===== config.mk =====
export PLATFORM = sky130hd
export DESIGN_NAME = pc_gen
export DESIGN_NICKNAME = d
export VERILOG_FILES = /design/src/rtl/pc_gen.sv
export SDC_FILE = /design/constraint.sdc
export NUM_CORES = 1
export LEC_CHECK = 0
export BUFFER_PORTS_ARGS = -buffer_cell sky130_fd_sc_hd__buf_2
export CAP_MARGIN = 40
export CORE_UTILIZATION = 48
export CTS_BUF_LIST = sky130_fd_sc_hd__clkbuf_4 sky130_fd_sc_hd__clkbuf_8 sky130_fd_sc_hd__clkbuf_16
export CTS_CLUSTER_DIAMETER = 150
export DETAILED_ROUTE_END_ITERATION = 8
export PLACE_DENSITY = 0.79
export SYNTH_ARGS = -nofsm -noshare
export SYNTH_HDL_FRONTEND = slang
export SYNTH_SLANG_ARGS = --single-unit

===== constraint.sdc =====
create_clock -name clk -period 1.94 [get_ports clk]
set_input_delay 0.194 -clock clk [delete_from_list [all_inputs] [get_ports clk]]
set_output_delay 0.194 -clock clk [all_outputs]
set_load 0.01 [all_outputs]

===== src/rtl/pc_gen.sv =====
// Program-counter generator for the instruction-fetch stage: sequential advance,
// branch/flush redirect, and a one-entry buffer that keeps branches seen during a hold.
module pc_gen #(
  parameter int                ADDR_W     = 32,
  parameter logic [ADDR_W-1:0] RESET_VEC  = '0,
  parameter int                INST_BYTES = 4
) (
  input  logic              clk,
  input  logic              rst,
  input  logic              stall,
  input  logic              flush,
  input  logic [ADDR_W-1:0] flush_pc,
  input  logic              branch_flag,
  input  logic [ADDR_W-1:0] branch_target,
  input  logic              if_ready,
  output logic [ADDR_W-1:0] pc,
  output logic              ce,
  output logic              redir_pend,
  output logic              pc_misalign
);

  // State is {ce, redir_pend}: OFF = 2'b00, RUN = 2'b10, HOLD = 2'b11.
  // Both bits are module outputs, so the state is directly observable.
  localparam logic [1:0] ST_OFF  = 2'b00;
  localparam logic [1:0] ST_RUN  = 2'b10;
  localparam logic [1:0] ST_HOLD = 2'b11;

  // Handshake: a fetch request (pc, ce) is accepted on an edge where ce=1 and
  // if_ready=1; unless stalled, the pc then moves on. Holding is otherwise free.
  logic              advance;
  logic [ADDR_W-1:0] pc_next;
  logic [ADDR_W-1:0] buf_target;
  logic [ADDR_W-1:0] buf_next;
  logic [1:0]        state_next;
  logic              misalign_next;

  assign advance = ce & ~stall & if_ready;

  always_comb begin
    pc_next    = pc;
    buf_next   = buf_target;
    state_next = {ce, redir_pend};
    if (!ce) begin
      pc_next    = RESET_VEC;
      state_next = ST_RUN;
    end else if (flush) begin
      pc_next    = flush_pc;
      state_next = ST_RUN;
    end else if (advance && branch_flag) begin
      // A fresh branch supersedes anything still buffered.
      pc_next    = branch_target;
      state_next = ST_RUN;
    end else if (advance && redir_pend) begin
      pc_next    = buf_target;
      state_next = ST_RUN;
    end else if (advance) begin
      pc_next    = pc + ADDR_W'(INST_BYTES);
    end else if (branch_flag) begin
      buf_next   = branch_target;
      state_next = ST_HOLD;
    end
  end

  assign misalign_next = (INST_BYTES == 4) && (pc_next[1:0] != 2'b00);

  always_ff @(posedge clk) begin
    if (rst) begin
      pc          <= RESET_VEC;
      ce          <= ST_OFF[1];
      redir_pend  <= ST_OFF[0];
      buf_target  <= '0;
      pc_misalign <= 1'b0;
    end else begin
      pc          <= pc_next;
      ce          <= state_next[1];
      redir_pend  <= state_next[0];
      buf_target  <= buf_next;
      pc_misalign <= misalign_next;
    end
  end

endmodule


==> results.sh <==
export IMPL_status="completed"
export IMPL_criticalPathCategory="flip-flop to flip-flop"
export IMPL_pwr_density_cell_nw_per_um2=607
export IMPL_postSynth_topFlopCell="sky130_fd_sc_hd__dfxtp_1"
export IMPL_power_internal_mw=2.22
export IMPL_grt_remaining_overflow=0
export IMPL_design_final_nets=754
export IMPL_worst_pin_slew_ns=0.523
export IMPL_yosysUniqueCellTypes=70
export IMPL_clk_insertion_delay_late_ns=0.36
export IMPL_h_tree_depth=3
export IMPL_buffer_ports_inserted=104
export IMPL_final_antenna_net_count=0
export IMPL_clock_fmax_ghz=0.544
export IMPL_vdd_ir_drop_max_v=0.000386
export IMPL_r2r_start="ce$_SDFF_PP0_"
export IMPL_firstDrtPassIters=7
export IMPL_grt_pass1_wl_mm=23.1
export IMPL_vias_per_cell=6.12
export IMPL_drt_initial_drc_count=447
export IMPL_floorplan_die_width_um=92.8
export IMPL_worstReg2RegEnd="pc[23]$_SDFFE_PP0P_"
export IMPL_switching_fraction=0.288
export IMPL_placement_rows=32
export IMPL_tritoncts="built"
export IMPL_tns_ns=0
export IMPL_final_setup_viol_count=0
export IMPL_finalCriticalPeriod_ns=1.84
export IMPL_crit_required_ns=2.19
export IMPL_first_global_vias=4645
export IMPL_crit_path_start="ce$_SDFF_PP0_"
export IMPL_clock_group_share_of_total_power=0.360
export IMPL_detailroute_via_count=4831
export IMPL_start_util=0.505
export IMPL_synth_area_leaders="sky130_fd_sc_hd__dfxtp_1, sky130_fd_sc_hd__nand2_1, sky130_fd_sc_hd__a21oi_1"
export IMPL_grt_start_max_net_pins=34
export IMPL_r2r_cells=5
export IMPL_final_cell_count_without_fillers=789
export IMPL_drive_above_1_share=0.298
export IMPL_crit_path_max_fanout=10
export IMPL_finalHoldViolCount=0
export IMPL_clock_sink_count=67
export IMPL_grt_antenna_before_repair=0
export IMPL_critPathCaptureType="flip-flop"
export IMPL_synth_enable_flop_cells=0
export IMPL_top_level_ports=105
export IMPL_diodes=0
export IMPL_cts_path_max_buffers=2
export IMPL_gp_congestion=0.992
export IMPL_synth_largest_type_area_fraction=0.339
export IMPL_mappedNetlistArea_um2=3960
export IMPL_p_leak_nw=2.19
export IMPL_clock_root_buffer="sky130_fd_sc_hd__clkbuf_8"
export IMPL_synth_net_count=618
export IMPL_yosysSeqAreaShare=0.339
export IMPL_count_of_placed_standard_cells_including_taps=770
export IMPL_clock_edge_transition_at_the_registers_on_the_reported_setup_and_hold_paths_ns=0.07
export IMPL_postSynthCellCount=547
export IMPL_yosys_register_bits=67
export IMPL_slew_viol_final=0
export IMPL_reg2reg_setup_slack_ns=0.10
export IMPL_cap_violations=0
export IMPL_post_route_drc_count=0
export IMPL_die_height_um=92.8
export IMPL_place_hpwl_mm=10.6
export IMPL_combPwrFrac=0.171
export IMPL_ys_warn_count=0
export IMPL_most_common_cell_in_the_synthesized_netlist="sky130_fd_sc_hd__nand2_1"
export IMPL_gr_usage_all_layers=0.347
export IMPL_floorplan_die_area_um2=8620
export IMPL_cts_hold_buffers_added=0
export IMPL_period_share=0.948
export IMPL_path_class_of_the_lowest_slack_min_delay_path="input pin to flip-flop"
export IMPL_ranking_of_synthesized_cells_by_instance_count="sky130_fd_sc_hd__nand2_1, sky130_fd_sc_hd__dfxtp_1, sky130_fd_sc_hd__a21oi_1, sky130_fd_sc_hd__o21ai_0, sky130_fd_sc_hd__nor2_1"
export IMPL_overall_routed_net_length_mm=14.6
export IMPL_worst_setup_path_endpoint="pc[23]$_SDFFE_PP0P_"
export IMPL_relative_area_change_from_synthesis_to_final_layout_pct=29.8
export IMPL_cts_buffers_inserted=9
export IMPL_fraction_of_synthesis_flops_using_an_asynchronous_set_or_reset_pin=0
export IMPL_slew_limit_headroom=0.642
export IMPL_synth_largest_area_cell="sky130_fd_sc_hd__dfxtp_1"
export IMPL_rsz0062_at_grt="no"
export IMPL_clock_skew_ns=0.00564
export IMPL_net_switching_power_uw=900
export IMPL_wl_per_cell_um=18.5
export IMPL_synthesis_area_per_instance_um2=7.24
export IMPL_power_sequential_fraction=0.469
export IMPL_worstSetupStartpointType="flip-flop"
export IMPL_area_inside_the_core_boundary_um2=7850
export IMPL_cp_arrival_ns=2.09
==> kinds of logic (layout without fill, tap and decap cells) <==
kind of cell / after synthesis / count (layout) / share of synthesized area
fa+ha+maj: 1 / 1 / 0.00316
mux: 3 / 3 / 0.00758
simple gates: 244 / 244 / 0.306
flops: 67 / 67 / 0.339
buf+inv: 55 / 195 / 0.0597
compound gates: 160 / 160 / 0.247
xor+xnor: 17 / 17 / 0.0376
==> worst max-delay path, stage by stage (launching register included) <==
cell,delay (ns)
sky130_fd_sc_hd__dfxtp_2,0.36
sky130_fd_sc_hd__and4b_1,0.25
sky130_fd_sc_hd__a2111oi_0,0.56
sky130_fd_sc_hd__buf_4,0.21
sky130_fd_sc_hd__nor3_1,0.04
sky130_fd_sc_hd__a221o_1,0.31
==> layout by cell type (no fill, tap or decap), types with 3 or more instances in the layout <==
| master | n |
|---|---|
| sky130_fd_sc_hd__buf_4 | 64 |
| sky130_fd_sc_hd__xor2_1 | 13 |
| sky130_fd_sc_hd__a31oi_1 | 9 |
| sky130_fd_sc_hd__a311oi_1 | 4 |
| sky130_fd_sc_hd__nand2b_1 | 4 |
| sky130_fd_sc_hd__inv_1 | 8 |
| sky130_fd_sc_hd__and3_1 | 7 |
| sky130_fd_sc_hd__o22ai_1 | 7 |
| sky130_fd_sc_hd__a211oi_1 | 10 |
| sky130_fd_sc_hd__nand2_1 | 112 |
| sky130_fd_sc_hd__and4_1 | 3 |
| sky130_fd_sc_hd__nand3_1 | 20 |
| sky130_fd_sc_hd__or3_1 | 4 |
| sky130_fd_sc_hd__o211a_1 | 3 |
| sky130_fd_sc_hd__nor4_1 | 4 |
| sky130_fd_sc_hd__a21oi_1 | 61 |
| sky130_fd_sc_hd__o211ai_1 | 5 |
| sky130_fd_sc_hd__o221ai_1 | 3 |
| sky130_fd_sc_hd__o21ai_0 | 34 |
| sky130_fd_sc_hd__nor3_1 | 20 |
| sky130_fd_sc_hd__o31ai_1 | 4 |
| sky130_fd_sc_hd__a22oi_1 | 3 |
| sky130_fd_sc_hd__dfxtp_1 | 64 |
| sky130_fd_sc_hd__buf_2 | 104 |
| sky130_fd_sc_hd__mux2i_1 | 3 |
| sky130_fd_sc_hd__nand4_1 | 12 |
| sky130_fd_sc_hd__dfxtp_2 | 3 |
| sky130_fd_sc_hd__nor2_1 | 29 |
| sky130_fd_sc_hd__xnor2_1 | 4 |
| sky130_fd_sc_hd__clkbuf_8 | 12 |
==> how the worst min path moves through the flow <==
stage	start	end	slack [ns]	cells after the start
2_1_floorplan	branch_target[21]	buf_target[21]$_SDFFE_PP0P_	0.33	2
5_1_grt	flush_pc[4]	pc[4]$_SDFFE_PP0P_	0.08	3
6_report	branch_target[22]	buf_target[22]$_SDFFE_PP0P_	0.08	3
3_5_place_dp	flush_pc[4]	pc[4]$_SDFFE_PP0P_	0.44	3
3_3_place_gp	flush_pc[5]	pc[5]$_SDFFE_PP0P_	0.43	3
4_1_cts	flush_pc[4]	pc[4]$_SDFFE_PP0P_	0.08	3
==> power by group through the flow <==
stage | combinational, mW | sequential (mW) | clock, mW
3_5_place_dp | 0.514 | 1.49 | 0
3_3_place_gp | 0.502 | 1.49 | 0
6_report | 0.533 | 1.47 | 1.12
4_1_cts | 0.518 | 1.46 | 1.12
2_1_floorplan | 0.246 | 1.51 | 0
5_1_grt | 0.576 | 1.47 | 1.19
==> per-layer routing <==
layer	vias to the layer above	track usage	part of all wire	wire length (um)
met1	2226	0.435	0.40	5860
met2	304	0.576	0.46	6750
met5	-	0	0	0
li1	2246	-	-	-
met3	55	0.0690	0.095	1390
met4	0	0.149	0.040	576
==> layout make-up <==
class,instances,area (um2)
Fill cell,741,2710
Multi-Input combinational cell,425,2410
Sequential cell,67,1350
Timing Repair Buffer,170,1040
Clock buffer,13,173
Tap cell,102,128
Inverter,10,37.5
Clock inverter,2,10.0
==> what timing repair did <==
action | in CTS | in global routing
resized for setup | 0 | 6
setup buffers | 2 | 2
setup endpoints to repair | 1 | 7
endpoints found under the hold margin | 0 | 0
gates cloned | 0 | 0
pin swaps | 0 | 2
==> through the flow <==
| stage | util | total power [mW] | cell area, um2 | worst slack, ns | hold WS (ns) |
|---|---|---|---|---|---|
| 3_3_place_gp | 0.625 | 2.00 | 4910 | 0.102 | 0.434 |
| 2_1_floorplan | - | 1.75 | 3970 | 0.0110 | 0.330 |
| 4_1_cts | 0.651 | 3.10 | 5110 | 0.0418 | 0.0805 |
| 5_1_grt | 0.655 | 3.24 | 5140 | 0.00392 | 0.0797 |
| 3_5_place_dp | 0.625 | 2.01 | 4910 | -0.0724 | 0.441 |
| 6_report | 0.655 | 3.12 | 5140 | 0.102 | 0.0812 |
==> sequential cells by signal (all words and copies together), names as in the netlist <==
| signal | flops |
|---|---|
| buf_target | 32 |
| pc | 32 |
| ce | 1 |
| pc_misalign | 1 |
| redir_pend | 1 |
(Power assumes the default switching activity.)
